**config.mk**
```make
export PLATFORM = sky130hd
export DESIGN_NAME = fixed_point_seq_complex_mac
export DESIGN_NICKNAME = d
export VERILOG_FILES = /design/src/rtl/fixed_point_pkg.sv /design/src/rtl/fixed_point_cmac_narrow.sv /design/src/rtl/fixed_point_seq_complex_mac.sv
export SDC_FILE = /design/constraint.sdc
export NUM_CORES = 2
export LEC_CHECK = 0
export BUFFER_PORTS_ARGS = -buffer_cell sky130_fd_sc_hd__clkbuf_2
export CORE_ASPECT_RATIO = 0.6
export CORE_MARGIN = 2
export CORE_UTILIZATION = 52
export CTS_CLUSTER_DIAMETER = 200
export DETAILED_ROUTE_END_ITERATION = 7
export PLACE_DENSITY = 0.73
export SYNTH_ARGS = -nofsm -noshare
export SYNTH_HDL_FRONTEND = slang
export SYNTH_HIERARCHICAL = 1
export SYNTH_SLANG_ARGS = --single-unit
```
**constraint.sdc**
```tcl
create_clock -name clk -period 18.95 [get_ports clk]
set_input_delay 4.7375 -clock clk [delete_from_list [all_inputs] [get_ports clk]]
set_output_delay 4.7375 -clock clk [all_outputs]
set_load 0.005 [all_outputs]
```
**src/rtl/fixed_point_pkg.sv**
```systemverilog
// fixed_point_pkg: shared FSM state type and multiplier-count constants for the complex MAC
package fixed_point_pkg;

    typedef enum logic [2:0] {
        IDLE,
        MUL1,
        MUL2,
        MUL3,
        DONE
    } cmac_state_t;

    localparam int NUM_MULTS_SERIAL   = 1;
    localparam int NUM_MULTS_PARALLEL = 3;

    function automatic bit num_mults_legal(input int m);
        return (m == NUM_MULTS_SERIAL) || (m == NUM_MULTS_PARALLEL);
    endfunction

endpackage

```
**src/rtl/fixed_point_cmac_narrow.sv**
```systemverilog
// fixed_point_cmac_narrow: n+g to n narrowing, clamps when FIXED_POINT_CMAC_SATURATE_EN is defined, else wraps
module fixed_point_cmac_narrow #(
    parameter int n = 32,
    parameter int g = 8
) (
    input  logic signed [n+g-1:0] din,
    output logic signed [n-1:0]   dout
);

`ifdef FIXED_POINT_CMAC_SATURATE_EN
    logic [g:0] hi;
    logic       fits;

    // value fits when every bit above the n-bit sign bit matches it; otherwise clamp by sign
    always_comb begin
        hi   = din[n+g-1:n-1];
        fits = (&hi) | ~(|hi);
        dout = fits ? din[n-1:0] :
               din[n+g-1] ? {1'b1, {(n-1){1'b0}}} : {1'b0, {(n-1){1'b1}}};
    end
`else
    assign dout = din[n-1:0];
`endif

endmodule

```
**src/rtl/fixed_point_seq_complex_mac.sv**
```systemverilog
// fixed_point_seq_complex_mac: streaming complex dot product with optional conj(b), 1 or 3 multipliers
// Output narrowing saturates when FIXED_POINT_CMAC_SATURATE_EN is defined, wraps otherwise.
module fixed_point_seq_complex_mac
    import fixed_point_pkg::*;
#(
    parameter int n         = 32,
    parameter int d         = 16,
    parameter int num_mults = 1,
    parameter int g         = 8,
    parameter int cnt_w     = 16
) (
    input  logic             clk,
    input  logic             reset,
    input  logic             recv_val,
    output logic             recv_rdy,
    input  logic [n-1:0]     ar,
    input  logic [n-1:0]     ac,
    input  logic [n-1:0]     br,
    input  logic [n-1:0]     bc,
    input  logic             conj,
    input  logic             last,
    output logic             send_val,
    input  logic             send_rdy,
    output logic [n-1:0]     cr,
    output logic [n-1:0]     cc,
    output logic [cnt_w-1:0] cnt
);

    localparam int a_w = n + g;
    localparam int m_w = n + 1;
    localparam int p_w = 2 * m_w;
    localparam bit par = (num_mults == NUM_MULTS_PARALLEL);

    // n+1 bit fixed-point multiplier: full-precision product, arithmetic shift, kept to accumulator width
    function automatic logic signed [a_w-1:0] fx_mul(input logic signed [m_w-1:0] x,
                                                     input logic signed [m_w-1:0] y);
        return a_w'((p_w'(x) * p_w'(y)) >>> d);
    endfunction

    function automatic logic signed [m_w-1:0] sx(input logic [n-1:0] v);
        return {v[n-1], v};
    endfunction

    cmac_state_t             state_q, state_d;
    logic signed [a_w-1:0]   acc_r_q, acc_r_d, acc_c_q, acc_c_d;
    logic signed [a_w-1:0]   t1, t2, t3;
    logic [cnt_w-1:0]        cnt_q, cnt_d;
    logic                    take, acc_last;

    assign take = (state_q == IDLE) && recv_val;

    if (par) begin : g_par
        logic signed [m_w-1:0] bcp;
        // three products straight from the live operands so each element accumulates on acceptance
        always_comb begin
            bcp = conj ? -sx(bc) : sx(bc);
            t1  = fx_mul(sx(ar), sx(br));
            t2  = fx_mul(sx(ac), bcp);
            t3  = fx_mul(sx(ar) + sx(ac), sx(br) + bcp);
        end
        assign acc_last = last;
    end else begin : g_ser
        logic [n-1:0]          ar_q, ar_d, ac_q, ac_d, br_q, br_d, bc_q, bc_d;
        logic                  conj_q, conj_d, last_q, last_d;
        logic signed [a_w-1:0] p1_q, p1_d, p2_q, p2_d, pm;
        logic signed [m_w-1:0] bcp, mx, my;
        // latch the element on acceptance, then steer P1, P2, P3 through the one multiplier
        always_comb begin
            ar_d   = take ? ar : ar_q;
            ac_d   = take ? ac : ac_q;
            br_d   = take ? br : br_q;
            bc_d   = take ? bc : bc_q;
            conj_d = take ? conj : conj_q;
            last_d = take ? last : last_q;
            bcp    = conj_q ? -sx(bc_q) : sx(bc_q);
            mx     = state_q == MUL1 ? sx(ar_q) : state_q == MUL2 ? sx(ac_q) : sx(ar_q) + sx(ac_q);
            my     = state_q == MUL1 ? sx(br_q) : state_q == MUL2 ? bcp : sx(br_q) + bcp;
            pm     = fx_mul(mx, my);
            p1_d   = state_q == MUL1 ? pm : p1_q;
            p2_d   = state_q == MUL2 ? pm : p2_q;
        end
        // operand and partial-product registers
        always_ff @(posedge clk or negedge reset) begin
            if (!reset) begin
                ar_q   <= '0;
                ac_q   <= '0;
                br_q   <= '0;
                bc_q   <= '0;
                conj_q <= 1'b0;
                last_q <= 1'b0;
                p1_q   <= '0;
                p2_q   <= '0;
            end else begin
                ar_q   <= ar_d;
                ac_q   <= ac_d;
                br_q   <= br_d;
                bc_q   <= bc_d;
                conj_q <= conj_d;
                last_q <= last_d;
                p1_q   <= p1_d;
                p2_q   <= p2_d;
            end
        end
        assign t1       = p1_q;
        assign t2       = p2_q;
        assign t3       = pm;
        assign acc_last = last_q;
    end

    // sequencing, accumulation and saturating element count
    always_comb begin
        state_d = state_q;
        acc_r_d = acc_r_q;
        acc_c_d = acc_c_q;
        cnt_d   = (take && cnt_q != '1) ? cnt_q + 1'b1 : cnt_q;
        if ((take && par) || state_q == MUL3) begin
            acc_r_d = acc_r_q + t1 - t2;
            acc_c_d = acc_c_q + t3 - t1 - t2;
        end
        unique case (state_q)
            IDLE:    state_d = !recv_val ? IDLE : !par ? MUL1 : last ? DONE : IDLE;
            MUL1:    state_d = MUL2;
            MUL2:    state_d = MUL3;
            MUL3:    state_d = acc_last ? DONE : IDLE;
            DONE: begin
                if (send_rdy) begin
                    state_d = IDLE;
                    acc_r_d = '0;
                    acc_c_d = '0;
                    cnt_d   = '0;
                end
            end
            default: state_d = IDLE;
        endcase
    end

    // state, accumulators and count
    always_ff @(posedge clk or negedge reset) begin
        if (!reset) begin
            state_q <= IDLE;
            acc_r_q <= '0;
            acc_c_q <= '0;
            cnt_q   <= '0;
        end else begin
            state_q <= state_d;
            acc_r_q <= acc_r_d;
            acc_c_q <= acc_c_d;
            cnt_q   <= cnt_d;
        end
    end

    assign recv_rdy = (state_q == IDLE);
    assign send_val = (state_q == DONE);
    assign cnt      = cnt_q;

    fixed_point_cmac_narrow #(.n(n), .g(g)) u_narrow_r (.din(acc_r_q), .dout(cr));
    fixed_point_cmac_narrow #(.n(n), .g(g)) u_narrow_c (.din(acc_c_q), .dout(cc));

endmodule

```
==> out/results.ini <==
[status]
outcome=finished with violations
violations=capacitance limit, slew limit

[place]
place.port_buffers=215
gp_congestion=1.028
dp_hpwl_mm=119.4

[floorplan]
die_area_um2=99030
die_h_um=244.6
num_rows=88
die_w_um=404.9
io-pin-count=216
core_um2=95790
initial_utilization_pct=52.36

[cts]
cts_num_sinks=277
cts_buffers=29
cts.clk_slew.worst_paths_ns=0.06
cts_root_buf=clkbuf_16
postCtsSetupBuffers=0
cts_hold_buffers=0
clk_latency_ns=0.63
cts_resized=0
cts_tree=built
htree_levels=1
clockBufferDepth=3

[timing]
period_share_pct=89.43
finalHoldViolations=0
finalSetupTns_ns=0
timing.fmax_mhz=59.01
rsz0062_at_grt=no
tightest_slew_ns=1.505
finalCriticalPeriod_ns=16.95
maxSlewViolCount=5
setup_viol=0
slew_headroom_pct=-1.010
skew_ns=0.05992

[global_route]
grt_max_degree=117
grt_usage_pct=31.43
use_met2_pct=42.33
met3_usage_pct=12.76
grt_use_met1_pct=47.27
grt-busiest-layer=met1
grt_pass1_vias=40440
grt_pass1_wl_mm=238.3
grt_overflow=0
antenna_found_initial=5

[yosys]
synth_fp_nets=6987
synth_area_um2=50150
synth_area_per_cell_um2=9.010
yosys_warnings=6
syn_inst=5566

[critical_path]
reg2reg_slack_ns=2.00
r2r-start=g_ser.conj_q
reg2regPathDepth=57
slowest_delay_ns=1.14
r2r_end=acc_c_q[27]
crit_path_max_fanout=30
end_kind=register
crit_path_top_delay_cell=nor2_2
critPathArrivalTime_ns=17.44
critPathKind=register to register
worstPathRequired_ns=19.44
critPathLaunchType=register

[routing]
dr.pass1.iters=6
drc_errors=0
viasPerCell=5.688
ant_nets=0
vias=38940
dr.first_iter.drc_count=3642
finalWirelength_mm=151.0
wire_per_inst_um=22.05

[layout]
drive_gt1_share_pct=9.595
area_growth_pct=5.838
layout.nets=6984
antenna_cells=0

[min_path]
min_to=g_ser.p1_q[25]
hp-start=g_ser.p1_q[25]
hold_path_depth=2
min_path_type=register to register

[flow_run]
drv_cap=1

==> per-layer routing <==
metal	routed length [µm]	vias to the layer above
li1	-	16940
met2	59100	2204
met4	3304	8
met3	22780	217
met1	65620	19570
met5	190	-
==> cell type report <==
class	count	area, µm²
clock inverters	14	146.4
inverters	1137	4268
flip-flops and latches	277	6932
well taps	1260	1577
repair buffers	295	1687
multi-input cells	3823	37660
fillers	8575	42710
clock buffers	40	807.0
==> cells in the final DEF (no fill, tap or decap), drive strengths merged, types with 14 or more instances in the layout <==
cell type	n
a211oi	28
a21o	83
a21oi	194
and2	78
and3	21
buf	81
clkbuf	254
dfrtp	277
fa	977
ha	310
inv	1140
mux2	122
nand2	883
nand2b	47
nand3	40
nand4	15
nor2	305
nor2b	41
nor3	53
o21a	39
o21ai	174
o21bai	21
o221ai	14
o22a	22
o31ai	14
or3	15
xnor2	99
xor2	69
==> critical path: cells and delay by family (launching register included) <==
kind / cells / cell delay [ns]
AND/OR/NAND/NOR: 16 / 3.85
buffers and inverters: 9 / 0.85
AO/OA/AOI/OAI: 16 / 4.52
XOR/XNOR: 4 / 1.07
adder cells (fa/ha/maj): 12 / 5.60
flip-flops: 1 / 0.93
==> how the worst max path moves through the flow <==
| stage | startpoint | endpoint | slack (ns) | cells past startpoint |
|---|---|---|---|---|
| final | g_ser.conj_q | acc_c_q[27] | 2.00 | 57 |
| after global routing | g_ser.conj_q | acc_c_q[27] | 1.18 | 57 |
| after CTS | g_ser.conj_q | acc_c_q[27] | 2.44 | 57 |
| after detailed placement | g_ser.conj_q | acc_c_q[28] | 2.55 | 56 |
| after global placement | g_ser.conj_q | acc_c_q[27] | 2.81 | 57 |
| after floorplan | g_ser.bc_q[7] | acc_c_q[28] | 5.53 | 58 |
==> through the flow <==
step / setup WS, ns / cell area, µm² / hold slack (ns) / instances / utilization (%)
finish: 2.003 / 53080 / 0.4787 / 6846 / 55.41
global route: 1.184 / 53080 / 0.5166 / 6846 / 55.41
CTS: 2.443 / 53080 / 0.4834 / 6846 / 55.41
detailed placement: 2.552 / 52130 / 0.4699 / 6792 / 54.42
global placement: 2.808 / 52130 / 0.4613 / 6792 / 54.42
floorplan: 5.527 / 50150 / 0.4460 / 5566 / -
==> sequential cells by signal, summed over array words and instances (netlist names) <==
signal	flops
g_ser.conj_q	1
g_ser.ac_q	32
acc_c_q	32
acc_last	1
g_ser.bc_q	32
cnt	16
state_q	3
g_ser.p1_q	32
g_ser.p2_q	32
g_ser.br_q	32
g_ser.ar_q	32
acc_r_q	32
Power is not shown: default switching activity piles up to over one toggle a cycle in this logic, so the estimate is an artifact.
